**config.mk**
```make
export PLATFORM = sky130hd
export DESIGN_NAME = wb_stage_hs
export DESIGN_NICKNAME = d
export VERILOG_FILES = /design/src/rtl/wb_stage_hs.sv
export SDC_FILE = /design/constraint.sdc
export NUM_CORES = 1
export LEC_CHECK = 0
export BUFFER_PORTS_ARGS = -buffer_cell sky130_fd_sc_hd__buf_2
export CAP_MARGIN = 10
export CELL_PAD_IN_SITES_DETAIL_PLACEMENT = 0
export CELL_PAD_IN_SITES_GLOBAL_PLACEMENT = 1
export CORE_MARGIN = 2
export CORE_UTILIZATION = 41
export DETAILED_ROUTE_END_ITERATION = 10
export PLACE_DENSITY_LB_ADDON = 0.1
export SLEW_MARGIN = 20
export SYNTH_ARGS = -nofsm -noshare
export SYNTH_HDL_FRONTEND = slang
export SYNTH_SLANG_ARGS = --single-unit
export TNS_END_PERCENT = 5
```
**constraint.sdc**
```tcl
create_clock -name clk -period 6.95 [get_ports clk]
set_clock_uncertainty 0.15 [all_clocks]
set_input_delay 1.7375 -clock clk [delete_from_list [all_inputs] [get_ports clk]]
set_output_delay 1.7375 -clock clk [all_outputs]
set_load 0.01 [all_outputs]
```
**src/rtl/wb_stage_hs.sv**
```systemverilog
// Handshaked MIPS write-back stage: holds one instruction from MEM, waits for late load data,
// aligns sub-word and unaligned loads, commits to the register file and drives ID bypass/hazard info.
module wb_stage_hs #(
  parameter int PC_W    = 32,
  parameter int RADDR_W = 5,
  parameter int DATA_W  = 32
) (
  input  logic               clk,
  input  logic               rst,
  input  logic               mem_valid,
  output logic               wb_allowin,
  input  logic [PC_W-1:0]    mem_pc,
  input  logic [RADDR_W-1:0] mem_waddr,
  input  logic [3:0]         mem_regwrite,
  input  logic               mem_is_load,
  input  logic [2:0]         mem_ld_type,
  input  logic [1:0]         mem_vaddr_lo,
  input  logic [DATA_W-1:0]  mem_rt_data,
  input  logic [DATA_W-1:0]  mem_result,
  input  logic               flush,
  input  logic               dresp_valid,
  input  logic [DATA_W-1:0]  dresp_data,
  output logic [3:0]         rf_we,
  output logic [RADDR_W-1:0] rf_waddr,
  output logic [DATA_W-1:0]  rf_wdata,
  output logic [PC_W-1:0]    wb_pc,
  output logic               fwd_valid,
  output logic [RADDR_W-1:0] fwd_waddr,
  output logic [DATA_W-1:0]  fwd_data,
  output logic               ld_pending
);

  if (DATA_W != 32) begin : g_bad_width
    $error("wb_stage_hs: byte-lane logic supports DATA_W == 32 only");
  end

  localparam logic [2:0] LD_LW  = 3'd0;
  localparam logic [2:0] LD_LB  = 3'd1;
  localparam logic [2:0] LD_LBU = 3'd2;
  localparam logic [2:0] LD_LH  = 3'd3;
  localparam logic [2:0] LD_LHU = 3'd4;
  localparam logic [2:0] LD_LWL = 3'd5;
  localparam logic [2:0] LD_LWR = 3'd6;

  typedef enum logic [1:0] {S_EMPTY, S_HOLD, S_WAIT, S_DRAIN} state_t;

  state_t              state_q, state_d;
  logic [PC_W-1:0]     pc_q;
  logic [RADDR_W-1:0]  waddr_q;
  logic [3:0]          mask_q;
  logic [2:0]          ld_type_q;
  logic [1:0]          vaddr_q;
  logic [DATA_W-1:0]   rt_q;
  logic [DATA_W-1:0]   result_q;

  logic                allow_raw;
  logic                take;
  logic                commit;
  logic                fwd_live;
  logic [DATA_W-1:0]   wdata_calc;
  state_t              entry_state;

  // Odd halfword addresses never reach here (MEM raises AdEL), so only v[1] picks the half.
  function automatic logic [31:0] load_align(input logic [2:0] t, input logic [1:0] v,
                                             input logic [31:0] m, input logic [31:0] r);
    logic [7:0]  b;
    logic [15:0] h;
    logic [31:0] res;
    case (v)
      2'd0:    b = m[7:0];
      2'd1:    b = m[15:8];
      2'd2:    b = m[23:16];
      default: b = m[31:24];
    endcase
    h = v[1] ? m[31:16] : m[15:0];
    case (t)
      LD_LB:  res = {{24{b[7]}}, b};
      LD_LBU: res = {24'd0, b};
      LD_LH:  res = {{16{h[15]}}, h};
      LD_LHU: res = {16'd0, h};
      LD_LWL: begin
        case (v)
          2'd0:    res = {m[7:0],  r[23:0]};
          2'd1:    res = {m[15:0], r[15:0]};
          2'd2:    res = {m[23:0], r[7:0]};
          default: res = m;
        endcase
      end
      LD_LWR: begin
        case (v)
          2'd0:    res = m;
          2'd1:    res = {r[31:24], m[31:8]};
          2'd2:    res = {r[31:16], m[31:16]};
          default: res = {r[31:8],  m[31:24]};
        endcase
      end
      default: res = m;
    endcase
    return res;
  endfunction

  always_comb begin
    state_d     = state_q;
    allow_raw   = 1'b0;
    commit      = 1'b0;
    fwd_live    = 1'b0;
    entry_state = mem_is_load ? S_WAIT : S_HOLD;
    take        = 1'b0;
    case (state_q)
      S_EMPTY, S_HOLD: begin
        allow_raw = ~flush;
        commit    = (state_q == S_HOLD) & ~flush;
        fwd_live  = (state_q == S_HOLD);
        take      = mem_valid & allow_raw;
        if (flush)     state_d = S_EMPTY;
        else if (take) state_d = entry_state;
        else           state_d = S_EMPTY;
      end
      S_WAIT: begin
        allow_raw = dresp_valid & ~flush;
        commit    = dresp_valid & ~flush;
        fwd_live  = dresp_valid;
        take      = mem_valid & allow_raw;
        // A flushed load that has not seen its response must still absorb it.
        if (flush)            state_d = dresp_valid ? S_EMPTY : S_DRAIN;
        else if (dresp_valid) state_d = take ? entry_state : S_EMPTY;
        else                  state_d = S_WAIT;
      end
      S_DRAIN: begin
        if (dresp_valid) state_d = S_EMPTY;
      end
      default: state_d = S_EMPTY;
    endcase
  end

  always_ff @(posedge clk or posedge rst) begin
    if (rst) begin
      state_q   <= S_EMPTY;
      pc_q      <= '0;
      waddr_q   <= '0;
      mask_q    <= '0;
      ld_type_q <= '0;
      vaddr_q   <= '0;
      rt_q      <= '0;
      result_q  <= '0;
    end else begin
      state_q <= state_d;
      if (take) begin
        pc_q      <= mem_pc;
        waddr_q   <= mem_waddr;
        mask_q    <= mem_regwrite;
        ld_type_q <= mem_ld_type;
        vaddr_q   <= mem_vaddr_lo;
        rt_q      <= mem_rt_data;
        result_q  <= mem_result;
      end
    end
  end

  always_comb begin
    wdata_calc = (state_q == S_HOLD) ? result_q
                                     : load_align(ld_type_q, vaddr_q, dresp_data, rt_q);
    wb_allowin = allow_raw & ~rst;
    rf_we      = (commit && waddr_q != '0) ? mask_q : 4'd0;
    rf_waddr   = commit ? waddr_q : '0;
    rf_wdata   = commit ? wdata_calc : '0;
    wb_pc      = commit ? pc_q : '0;
    fwd_valid  = fwd_live && (waddr_q != '0) && (mask_q != 4'd0);
    fwd_waddr  = waddr_q;
    fwd_data   = fwd_valid ? wdata_calc : '0;
    ld_pending = (state_q == S_WAIT);
  end

endmodule

```
==> reports/qor.yml, run 1 <==
ant_nets: 0
synthFlopType: "dfrtp_1"
busiest_layer: "met2"
dieArea_um2: 18980
critical-path-max-stage-delay_ns: 0.80
critical_path_buf_inv_count: 3
post-cts-setup-buffer-count: 0
synth-edff-count: 0
cts_tree: "built"
die_h_um: 137.8
rsz0062_at_grt: "no"
slew_violations: 0
coreArea_um2: 17420
clockRootBuffer: "clkbuf_16"
crit_family: "simple AND/OR/NAND/NOR gates"
gp_congestion: 0.8558
htreeDepth: 3
synthAdderAreaFrac_pct: 0
endpoint_kind: "primary output"
antenna_found_initial: 1
synth.net_count: 831
ioPinCount: 261
setup_viol: 0
start_util_pct: 42.13
yosys_warnings: 0
worst_slew_pin_slew_ns: 0.9996
synth_xor_area_share_pct: 0
period_share_pct: 79.74
finalCriticalPeriod_ns: 5.542
fmaxAchievable_mhz: 180.4
synth_mux_area_share_pct: 27.47
die_width_um: 137.8
drc: 0
path_common_cell: "buf_2"
area_growth_pct: 22.52
layout-drive-gt1-share_pct: 49.29
critical_path_class: "in -> out"
crit_arrival_ns: 3.65
wl_um: 23950
port_buffers: 260
final_nets: 1058
p_per_area_nw_per_um2: 245.2
synth_compound_area_share_pct: 14.49
dp_hpwl_um: 17450
setup_tns_ns: 0
grt_pass1_wl_um: 35670
hold_path.class: "reg -> reg"
syn_area_um2: 7338
clock_path_buffers: 2
crit_fanout: 23
clk_pin_slew_ns: 0.08
netlist.top_cell.by_area: "dfrtp_1"
synth-seq-area-share_pct: 38.19
grt_usage_pct: 25.06
clock_latency_ns: 0.36
syn_avg_cell_area_um2: 10.74
vias: 6415
use_met3_pct: 4.857
clkSinkCount: 112
grt_max_degree: 75
finalHoldViolCount: 0
synth-seq-cells: 112
cts_resized: 0
overflow: 0
slowest_stage: "or2_1"
fin_util_pct: 51.62
synth_top_area_share_pct: 38.19
ir_worst_vdd_uv: 138.0
drv_cap: 0
slew_headroom_pct: 33.36
setup.worst_path.start_class: "input port"
status: "finished clean"
async_reset_ff_share_pct: 100.0
routed_via_density: 5.617
dr.pass1.iters: 7
synth-simple-area-share_pct: 14.60
worstPathRequired_ns: 5.06
first_global_vias: 6305
synth_commonest_cells: "112 x dfrtp_1, 107 x mux2_2, 57 x mux2i_1"
synth.area.top_cells: "dfrtp_1 38%, mux2_2 16%, mux2i_1 7.8%"
synth.distinct_cells: 50
power.leakage_nw: 4.209
globalRouteMet2Util_pct: 41.96
ctsHoldBuffers: 0
first_iter_violations: 362
grt.met1_usage_pct: 33.24
wire_per_inst_um: 20.97
syn_inst: 683
yosysMostFrequentCell: "dfrtp_1"
cts-buffers-inserted: 9
row_count: 48
crit_chain: "buf_2 -> nor2b_1 -> a21oi_2 -> or2_1 -> buf_4 -> nor3_1 -> buf_2"
synth_top_family_by_area: "multiplexers"
-- per-layer routing --
metal  share of wire (%)  vias to the layer above
met5                   0                        -
met4                 1.4                        0
met3                 7.1                       26
li1                    -                     3004
met2                  49                      255
met1                  42                     3130
-- worst register-to-register path: cells and delay by family, from the launching register on --
kind	cells	cell delay (ns)
multiplexers	1	0.48
buffers and inverters	1	0.76
AND/OR/NAND/NOR	1	0.23
AO/OA/AOI/OAI	1	0.17
flip-flops	1	0.45
-- layout make-up --
type	count	area [um2]
Fill cell	1672	8426
Multi-Input combinational cell	507	4187
Sequential cell	112	2806
Timing Repair Buffer	271	1384
Tap cell	225	281.5
Clock buffer	10	229.0
Clock inverter	6	62.56
Inverter	9	36.28
Antenna cell	2	5.005
-- worst paths after layout --
check / start / end / slack (ns) / cells after the start
max in group asynchronous: rst / result_q[31]$_DFFE_PP0P_ / 4.12 / 3
min in group asynchronous: rst / state_q[0]$_DFFE_PP0P_ / 1.43 / 2
min: pc_q[29]$_DFFE_PP0P_ / pc_q[29]$_DFFE_PP0P_ / 0.34 / 1
max reg2reg: state_q[0]$_DFFE_PP0P_ / result_q[19]$_DFFE_PP0P_ / 4.60 / 4
max: dresp_valid / rf_wdata[11] / 1.41 / 7
min reg2reg: pc_q[29]$_DFFE_PP0P_ / pc_q[29]$_DFFE_PP0P_ / 0.34 / 1
-- cell families after synthesis --
logic type / after synthesis
flip-flops: 112
AO/OA/AOI/OAI: 139
AND/OR/NAND/NOR: 191
buffers and inverters: 64
multiplexers: 177
-- report_power, final --
| part | switching (mW) | internal (mW) | leakage (nW) |
|---|---|---|---|
| Sequential | 0.117 | 0.767 | 1.32 |
| Combinational | 0.434 | 0.362 | 2.75 |
| Clock | 0.271 | 0.254 | 0.142 |
| Total | 0.822 | 1.38 | 4.21 |
-- registers in the layout, indices dropped and copies added (netlist names) --
register and flops:
fwd_waddr 5, state_q 2, result_q 32, pc_q 32, ld_type_q 3, vaddr_q 2, mask_q 4, rt_q 32
-- cell usage in the layout, fill, tap and decap left out, types with 3 or more instances in the layout --
cell,n
a211oi_1,13
a211oi_2,11
a21boi_2,6
a21o_1,4
a21oi_1,14
a222oi_1,8
a31oi_1,3
and2_1,41
buf_2,260
buf_4,11
clkbuf_16,9
dfrtp_1,111
inv_1,8
mux2_1,4
mux2_2,107
mux2i_1,57
mux4_2,8
nand2_1,38
nand2b_1,3
nor2_1,17
nor2b_1,18
nor3_1,47
nor3_2,14
o21ai_0,21
o221ai_1,8
o22ai_1,33
o31ai_1,6
-- stage by stage --
| step | hold slack, ns | total power [mW] | std cells | setup WS [ns] | cell area [um2] |
|---|---|---|---|---|---|
| 2_1_floorplan | 0.2989 | 1.445 | 683 | 2.103 | 7338 |
| 3_3_place_gp | 0.3149 | 1.671 | 1124 | 1.520 | 8690 |
| 3_5_place_dp | 0.3290 | 1.689 | 1124 | 1.479 | 8690 |
| 4_1_cts | 0.3481 | 2.220 | 1140 | 1.474 | 8981 |
| 5_1_grt | 0.3641 | 2.329 | 1140 | 1.299 | 8986 |
| 6_report | 0.3424 | 2.205 | 1142 | 1.408 | 8991 |
(Power assumes the default switching activity.)
==> inputs of run 2 (changes only) <==
Settings changed: ABC_AREA set to 1, CORE_UTILIZATION 41 to 35.
Clock period 6.95 ns to 5.15 ns, I/O delays scaled along.
==> run 2 against run 1 <==
First-iteration DRC count rose by 31%; sequential share of layout area fell by 0.70 points; non-clock buffer count rose by 3; largest power group is now combinational logic; die area rose by 20%; critical path type is now reg -> out; design area rose by 2.2%; clock power rose by 39%.
==> reports/qor.yml, run 2 <==
worstReg2RegEnd: "rt_q[7]$_DFFE_PP0P_"  # was result_q[19]$_DFFE_PP0P_
post-cts-setup-buffer-count: 0  # unchanged
p_per_area_nw_per_um2: 330.2  # was 245.2 nW/um2
die_h_um: 150.7  # was 137.8 um
period_share_pct: 87.18
ioPinCount: 261  # unchanged
slew_violations: 0  # unchanged
wl_um: 26990  # was 23950 um
cts_resized: 0  # unchanged
layout-drive-gt1-share_pct: 28.17  # was 49.29%
synth-seq-cells: 112  # unchanged
gp_congestion: 0.8967  # was 0.8558
synth-seq-area-share_pct: 37.21  # was 38.19%
final_common_cell: "buf_2"  # unchanged
pre_cts_slack_ns: 0.9744  # was 1.479 ns
area_growth_pct: 22.01  # was 22.52%
fin_ws_ns: 0.6604  # was 1.408 ns
first_iter_violations: 475  # was 362
setup.worst_path.start_class: "register"  # was input port
clkSinkCount: 112  # unchanged
worst_slew_pin_slew_ns: 1.126  # was 0.9996 ns
pwr-share-seq_pct: 37.5  # was 40.1%
fin_util_pct: 43.58  # was 51.62%
final_cell_mix: "260 x buf_2, 228 x nand2_1, 181 x nor2_1"  # was 260 x buf_2, 111 x dfrtp_1, 107 x mux2_2
cts-buffers-inserted: 9  # unchanged
clock_path_buffers: 2  # unchanged
grt_usage_pct: 23.91  # was 25.06%
regToRegStartpoint: "state_q[1]$_DFFE_PP0P_"  # was state_q[0]$_DFFE_PP0P_
power.leakage_nw: 4.925  # was 4.209 nW
fmaxAchievable_mhz: 222.7
synthFlopType: "dfrtp_1"  # unchanged
power_frac_clock_pct: 24.1  # was 23.8%
vias: 7973  # was 6415
stdcell_count: 1580  # was 1142
ant_nets: 0  # unchanged
endpoint_kind: "primary output"  # unchanged
path_common_cell: "nand3_1"  # was buf_2
worst_hold_path.endpoint: "rt_q[30]$_DFFE_PP0P_"  # was pc_q[29]$_DFFE_PP0P_
antenna_found_initial: 1  # unchanged
finalHoldViolCount: 0  # unchanged
syn_inst: 1086  # was 683
drv_cap: 0  # unchanged
slowest_stage: "dfrtp_1"  # was or2_1
cp.depth: 9  # was 7
reg2reg_depth: 4  # unchanged
start_util_pct: 35.72  # was 42.13%
async_reset_ff_share_pct: 100.0  # unchanged
first_global_vias: 7609  # was 6305
die_width_um: 150.7  # was 137.8 um
crit_family: "flip-flops"  # was simple AND/OR/NAND/NOR gates
worstPathRequired_ns: 3.71  # was 5.06 ns
syn_avg_cell_area_um2: 6.936  # was 10.74 um2
grt_max_degree: 118  # was 75
crit_chain: "inv_2 -> nor2_4 -> nand2_1 -> nand3_1 -> nand3_1 -> nand3_1 -> nand2_1 -> a21oi_1 -> buf_2"  # was buf_2 -> nor2b_1 -> a21oi_2 -> or2_1 -> buf_4 -> nor3_1 -> buf_2
htreeDepth: 3  # unchanged
netlist.top_cell.by_area: "dfrtp_1"  # unchanged
top_regs: "pc_q: 32 flops, result_q: 32 flops, rt_q: 32 flops"  # unchanged
holdWs_ns: 0.3554  # was 0.3424 ns
critical-path-max-stage-delay_ns: 1.09  # was 0.80 ns
coreArea_um2: 21090  # was 17420 um2
synth_top_area_share_pct: 37.21  # was 38.19%
routed_via_density: 5.046  # was 5.617
critical_path_buf_inv_count: 2  # was 3
ir_worst_vdd_uv: 174.9  # was 138.0 uV
crit_arrival_ns: 3.05  # was 3.65 ns
dr.pass1.iters: 5  # was 7
grt_pass1_wl_um: 41720  # was 35670 um
wire_per_inst_um: 17.08  # was 20.97 um
drc: 0  # unchanged
p_comb_share_pct: 38.4  # was 36.1%
setup_viol: 0  # unchanged
yosys_warnings: 0  # unchanged
crit_fanout: 27  # was 23
worstHoldStart: "rt_q[30]$_DFFE_PP0P_"  # was pc_q[29]$_DFFE_PP0P_
critical_path_class: "reg -> out"  # was in -> out
synth-edff-count: 0  # unchanged
rsz0062_at_grt: "no"  # unchanged
synth.distinct_cells: 28  # was 50
overflow: 0  # unchanged
p_sw_mw: 1.219  # was 0.8221 mW
dpl.cell_count: 1563  # was 1124
p_int_mw: 1.816  # was 1.383 mW
power.share.switching_pct: 40.15  # was 37.29%
yosysMostFrequentCell: "nand2_1"  # was dfrtp_1
final_nets: 1447  # was 1058
ctsHoldBuffers: 0  # unchanged
setup_tns_ns: 0  # unchanged
clockRootBuffer: "clkbuf_16"  # unchanged
hold_path.class: "reg -> reg"  # unchanged
row_count: 53  # was 48
syn_area_um2: 7532  # was 7338 um2
status: "finished clean"  # unchanged
synth.net_count: 1234  # was 831
slew_headroom_pct: 24.95  # was 33.36%
synth_commonest_cells: "229 x nand2_1, 181 x nor2_1, 170 x a21oi_1"  # was 112 x dfrtp_1, 107 x mux2_2, 57 x mux2i_1
synth.area.top_cells: "dfrtp_1 37%, nand2_1 11%, a21oi_1 11%"  # was dfrtp_1 38%, mux2_2 16%, mux2i_1 7.8%
r2r_slack_ns: 2.79  # was 4.60 ns
clock_latency_ns: 0.36  # about the same
dp_hpwl_um: 19620  # was 17450 um
dieArea_um2: 22710  # was 18980 um2
clk_pin_slew_ns: 0.08  # about the same
cts_tree: "built"  # unchanged
port_buffers: 260  # unchanged
hold_depth: 1  # unchanged
finalCriticalPeriod_ns: 4.490
[run 2: cell types whose count changed in the layout (fill, tap and decap cells not counted), moves of 18 or more]
cell / previous run / this run
mux2i_1: 57 / 0
a21oi_1: 14 / 170
and2_1: 41 / 0
o22ai_1: 33 / 0
nand2_1: 38 / 228
nand3_1: 1 / 106
inv_1: 8 / 85
mux2_2: 107 / 51
nor3_1: 47 / 7
nor2b_1: 18 / 0
nor2_1: 17 / 181
[run 2: how the worst max path moves through the flow]
stage,start,end,slack (ns)
floorplan,rst,fwd_waddr[0]$_DFFE_PP0P_,0.75
global route,vaddr_q[0]$_DFFE_PP0P_,rf_wdata[30],0.46
detailed placement,dresp_valid,fwd_data[1],0.97
global placement,dresp_valid,fwd_data[2],1.01
finish,vaddr_q[0]$_DFFE_PP0P_,fwd_data[30],0.66
CTS,vaddr_q[0]$_DFFE_PP0P_,fwd_data[30],0.67
[run 2: metal layers]
layer	vias up	GRT usage, %	wire length, um
li1	3937	-	-
met1	3707	30.91	11380
met2	288	38.95	12620
met3	39	5.758	2151
met4	2	8.692	823
met5	-	0	20
[run 2: worst reg2reg max path: stages, from the launching register on]
cell	delay (ns)
dfrtp_1	0.41
nand2_1	0.14
nand3_4	0.57
buf_12	0.47
mux2_2	0.50
[run 2: power by group through the flow]
stage	sequential [mW]	clock [mW]	combinational, mW
finish	1.14	0.731	1.17
global route	1.16	0.785	1.31
CTS	1.14	0.757	1.17
detailed placement	1.16	0	1.17
global placement	1.15	0	1.17
floorplan	1.10	0	0.842
[run 2: cell families (layout without fill, tap and decap cells)]
| kind of cell | count (synthesis) | after routing | share of synthesized area, % |
|---|---|---|---|
| and+or+nand+nor | 544 | 544 | 30.55 |
| muxes | 51 | 51 | 7.625 |
| AOI/OAI and AO/OA | 211 | 211 | 14.20 |
| other | 0 | 2 | 0 |
| DFF | 112 | 112 | 37.21 |
| buffers and inverters | 168 | 385 | 10.42 |
[run 2: area by class of cell]
cell class,count,area [um2]
Antenna cell,2,5.005
Tap cell,275,344.1
Timing Repair Buffer,274,1419
Sequential cell,112,2804
Clock inverter,5,66.31
Clock buffer,10,229.0
Fill cell,2341,11900
Multi-Input combinational cell,806,3960
Inverter,96,362.8
[run 2: through the flow]
step                      instance area [um2]  power, mW
final                                    9190      3.035
after global routing                     9185      3.259
after CTS                                9185      3.069
after detailed placement                 8890      2.326
after global placement                   8890      2.318
after floorplan                          7532      1.939
==> inputs of run 3 (changes only) <==
==> constraint.sdc (replaced) <==
create_clock -name clk -period 5.15 [get_ports clk]
set_clock_uncertainty 0.15 [all_clocks]
set_input_delay 0.2575 -clock clk [delete_from_list [all_inputs] [get_ports clk]]
set_output_delay 0.2575 -clock clk [all_outputs]
set_load 0.01 [all_outputs]
==> run 3 against run 2 <==
Combinational power is 6% higher; design area up 11%; worst setup slack gained 1.0 ns; cell count grew 6.3%; wire length rose by 5.5%; non-clock buffer count grew 100; register-to-register slack barely moved; count of clock-buffer cells in the layout unchanged; flip-flop and latch count stayed put; via count is 4.8% higher; clock power rose by 10%.
==> reports/qor.yml, run 3 (synthesized netlist as in run 2, its figures left out) <==
power.leakage_nw: 5.350  # was 4.925 nW
cts-buffers-inserted: 9  # unchanged
route.met2.wl_um: 14040  # was 12620 um
dr.pass1.iters: 5  # unchanged
endpoint_kind: "primary output"  # unchanged
regToRegStartpoint: "state_q[1]$_DFFE_PP0P_"  # unchanged
fmaxAchievable_mhz: 289.0  # was 222.7 MHz
ioPinCount: 261  # unchanged
total_power_mw: 3.162  # was 3.035 mW
final_nets: 1547  # was 1447
cts_tree: "built"  # unchanged
row_count: 53  # unchanged
start_util_pct: 35.72  # unchanged
critical_path_class: "reg -> out"  # unchanged
status: "finished clean"  # unchanged
area_growth_pct: 35.71  # was 22.01%
dp_hpwl_um: 20370  # was 19620 um
wl_met1_um: 11810  # was 11380 um
gp_congestion: 0.9751  # was 0.8967
clkSinkCount: 112  # unchanged
htreeDepth: 3  # unchanged
clk_pin_slew_ns: 0.08  # about the same
first_global_vias: 8051  # was 7609
drv_cap: 0  # unchanged
first_iter_violations: 513  # was 475
worstHoldStart: "mem_rt_data[13]"  # was rt_q[30]$_DFFE_PP0P_
final_common_cell: "buf_2"  # unchanged
hold_path.class: "in -> reg"  # was reg -> reg
grt_pass1_wl_um: 43940  # was 41720 um
die_width_um: 150.7  # unchanged
hold_depth: 3  # was 1
r2r_slack_ns: 2.78  # was 2.79 ns
final_cell_mix: "260 x buf_2, 228 x nand2_1, 181 x nor2_1"  # unchanged
drc: 0  # unchanged
top_regs: "pc_q: 32 flops, result_q: 32 flops, rt_q: 32 flops"  # unchanged
rsz0062_at_grt: "no"  # unchanged
dieArea_um2: 22710  # unchanged
slew_violations: 0  # unchanged
reg2reg_depth: 4  # unchanged
crit_fanout: 56  # was 27
wire_per_inst_um: 16.96  # was 17.08 um
ir_worst_vdd_uv: 181.9  # was 174.9 uV
port_buffers: 260  # unchanged
setup.worst_path.start_class: "register"  # unchanged
p_per_area_nw_per_um2: 309.3  # was 330.2 nW/um2
layout-drive-gt1-share_pct: 25.71  # was 28.17%
die_h_um: 150.7  # unchanged
coreArea_um2: 21090  # unchanged
wl_um: 28480  # was 26990 um
antenna_found_initial: 0  # was 1
grt_usage_pct: 25.18  # was 23.91%
slew_headroom_pct: 35.25  # was 24.95%
dr_wl_met3_um: 1797  # was 2151 um
finalHoldViolCount: 0  # unchanged
overflow: 0  # unchanged
clock_path_buffers: 2  # unchanged
ant_nets: 0  # unchanged
route.top_layer_used: "met4"  # was met5
place_area_um2: 8825  # was 8890 um2
dpl.cell_count: 1556  # was 1563
clockRootBuffer: "clkbuf_16"  # unchanged
crit_arrival_ns: 3.05  # about the same
stdcell_area_um2: 10220  # was 9190 um2
setup_viol: 0  # unchanged
post-cts-setup-buffer-count: 0  # unchanged
grt_max_degree: 70  # was 118
vias: 8354  # was 7973
fin_ws_ns: 1.690  # was 0.6604 ns
antenna_cells: 0  # was 2
finalCriticalPeriod_ns: 3.460  # was 4.490 ns
routed_via_density: 4.976  # was 5.046
stdcell_count: 1679  # was 1580
setup_tns_ns: 0  # unchanged
clock_latency_ns: 0.36  # about the same
worstPathRequired_ns: 4.74  # was 3.71 ns
pre_cts_slack_ns: 2.099  # was 0.9744 ns
worstReg2RegEnd: "rt_q[7]$_DFFE_PP0P_"  # unchanged
period_share_pct: 67.18  # was 87.18%
worst_hold_path.endpoint: "rt_q[13]$_DFFE_PP0P_"  # was rt_q[30]$_DFFE_PP0P_
worst_slew_pin_slew_ns: 0.9653  # was 1.126 ns
-- run 3: cell types whose count changed in the layout (fill, tap and decap cells not counted) --
cell | previous run | this run
dlygate4sd3_1 | 0 | 107
buf_4 | 13 | 7
clkinv_2 | 0 | 2
clkinv_4 | 2 | 0
diode_2 | 2 | 0
buf_12 | 1 | 0
bufinv_16 | 1 | 2
clkinv_1 | 0 | 1
clkinvlp_4 | 1 | 0
inv_1 | 85 | 84
inv_2 | 10 | 9
inv_6 | 0 | 1
inv_8 | 1 | 2
-- run 3: where the power goes --
group	total [mW]	internal (mW)	switching, mW
Clock	0.804	0.436	0.367
Combinational	1.24	0.450	0.787
Sequential	1.12	1.03	0.0931
-- run 3: metal layers --
| layer | track usage [%] | vias up |
|---|---|---|
| met5 | 0 | - |
| met4 | 8.364 | 0 |
| met3 | 4.697 | 44 |
| met2 | 43.02 | 293 |
| met1 | 32.05 | 3882 |
| li1 | - | 4135 |
-- run 3: worst max-delay path, cell delays in order, from the launching register on --
cell and delay [ns]:
dfrtp_1 0.33, buf_4 0.49, nand2_2 0.34, inv_2 0.46, nand2_1 0.22, nand3b_4 0.30, nand3_1 0.12, nand2_1 0.14
a21oi_1 0.09, buf_2 0.18
-- run 3: worst max-delay path by stage --
| stage | from | to | slack (ns) | cells past startpoint |
|---|---|---|---|---|
| 4_1_cts | vaddr_q[0]$_DFFE_PP0P_ | fwd_data[20] | 1.69 | 9 |
| 3_5_place_dp | vaddr_q[0]$_DFFE_PP0P_ | fwd_data[20] | 2.10 | 9 |
| 5_1_grt | vaddr_q[0]$_DFFE_PP0P_ | rf_wdata[13] | 1.41 | 11 |
| 2_1_floorplan | rst | fwd_waddr[0]$_DFFE_PP0P_ | 1.78 | 1 |
| 3_3_place_gp | vaddr_q[0]$_DFFE_PP0P_ | fwd_data[15] | 2.12 | 11 |
| 6_report | vaddr_q[0]$_DFFE_PP0P_ | fwd_data[10] | 1.69 | 9 |
-- run 3: cell type report --
type                            count  area [um2]
Multi-Input combinational cell    806        3960
Timing Repair Buffer              374        2425
Sequential cell                   112        2804
Clock inverter                      6       96.34
Fill cell                        2260       10870
Clock buffer                       10       229.0
Tap cell                          275       344.1
Inverter                           96       364.1
-- run 3: per-stage QoR --
step | util, % | hold WS (ns)
floorplan | - | 0.2163
global placement | 41.85 | 0.2005
detailed placement | 41.85 | 0.2044
CTS | 48.47 | 0.00004824
global route | 48.48 | 0.006811
finish | 48.48 | 0.007646
-- run 3: timing repair --
item,CTS,global route
endpoints found under the hold margin,140,0
gates resized for setup,0,0
hold buffers,107,0
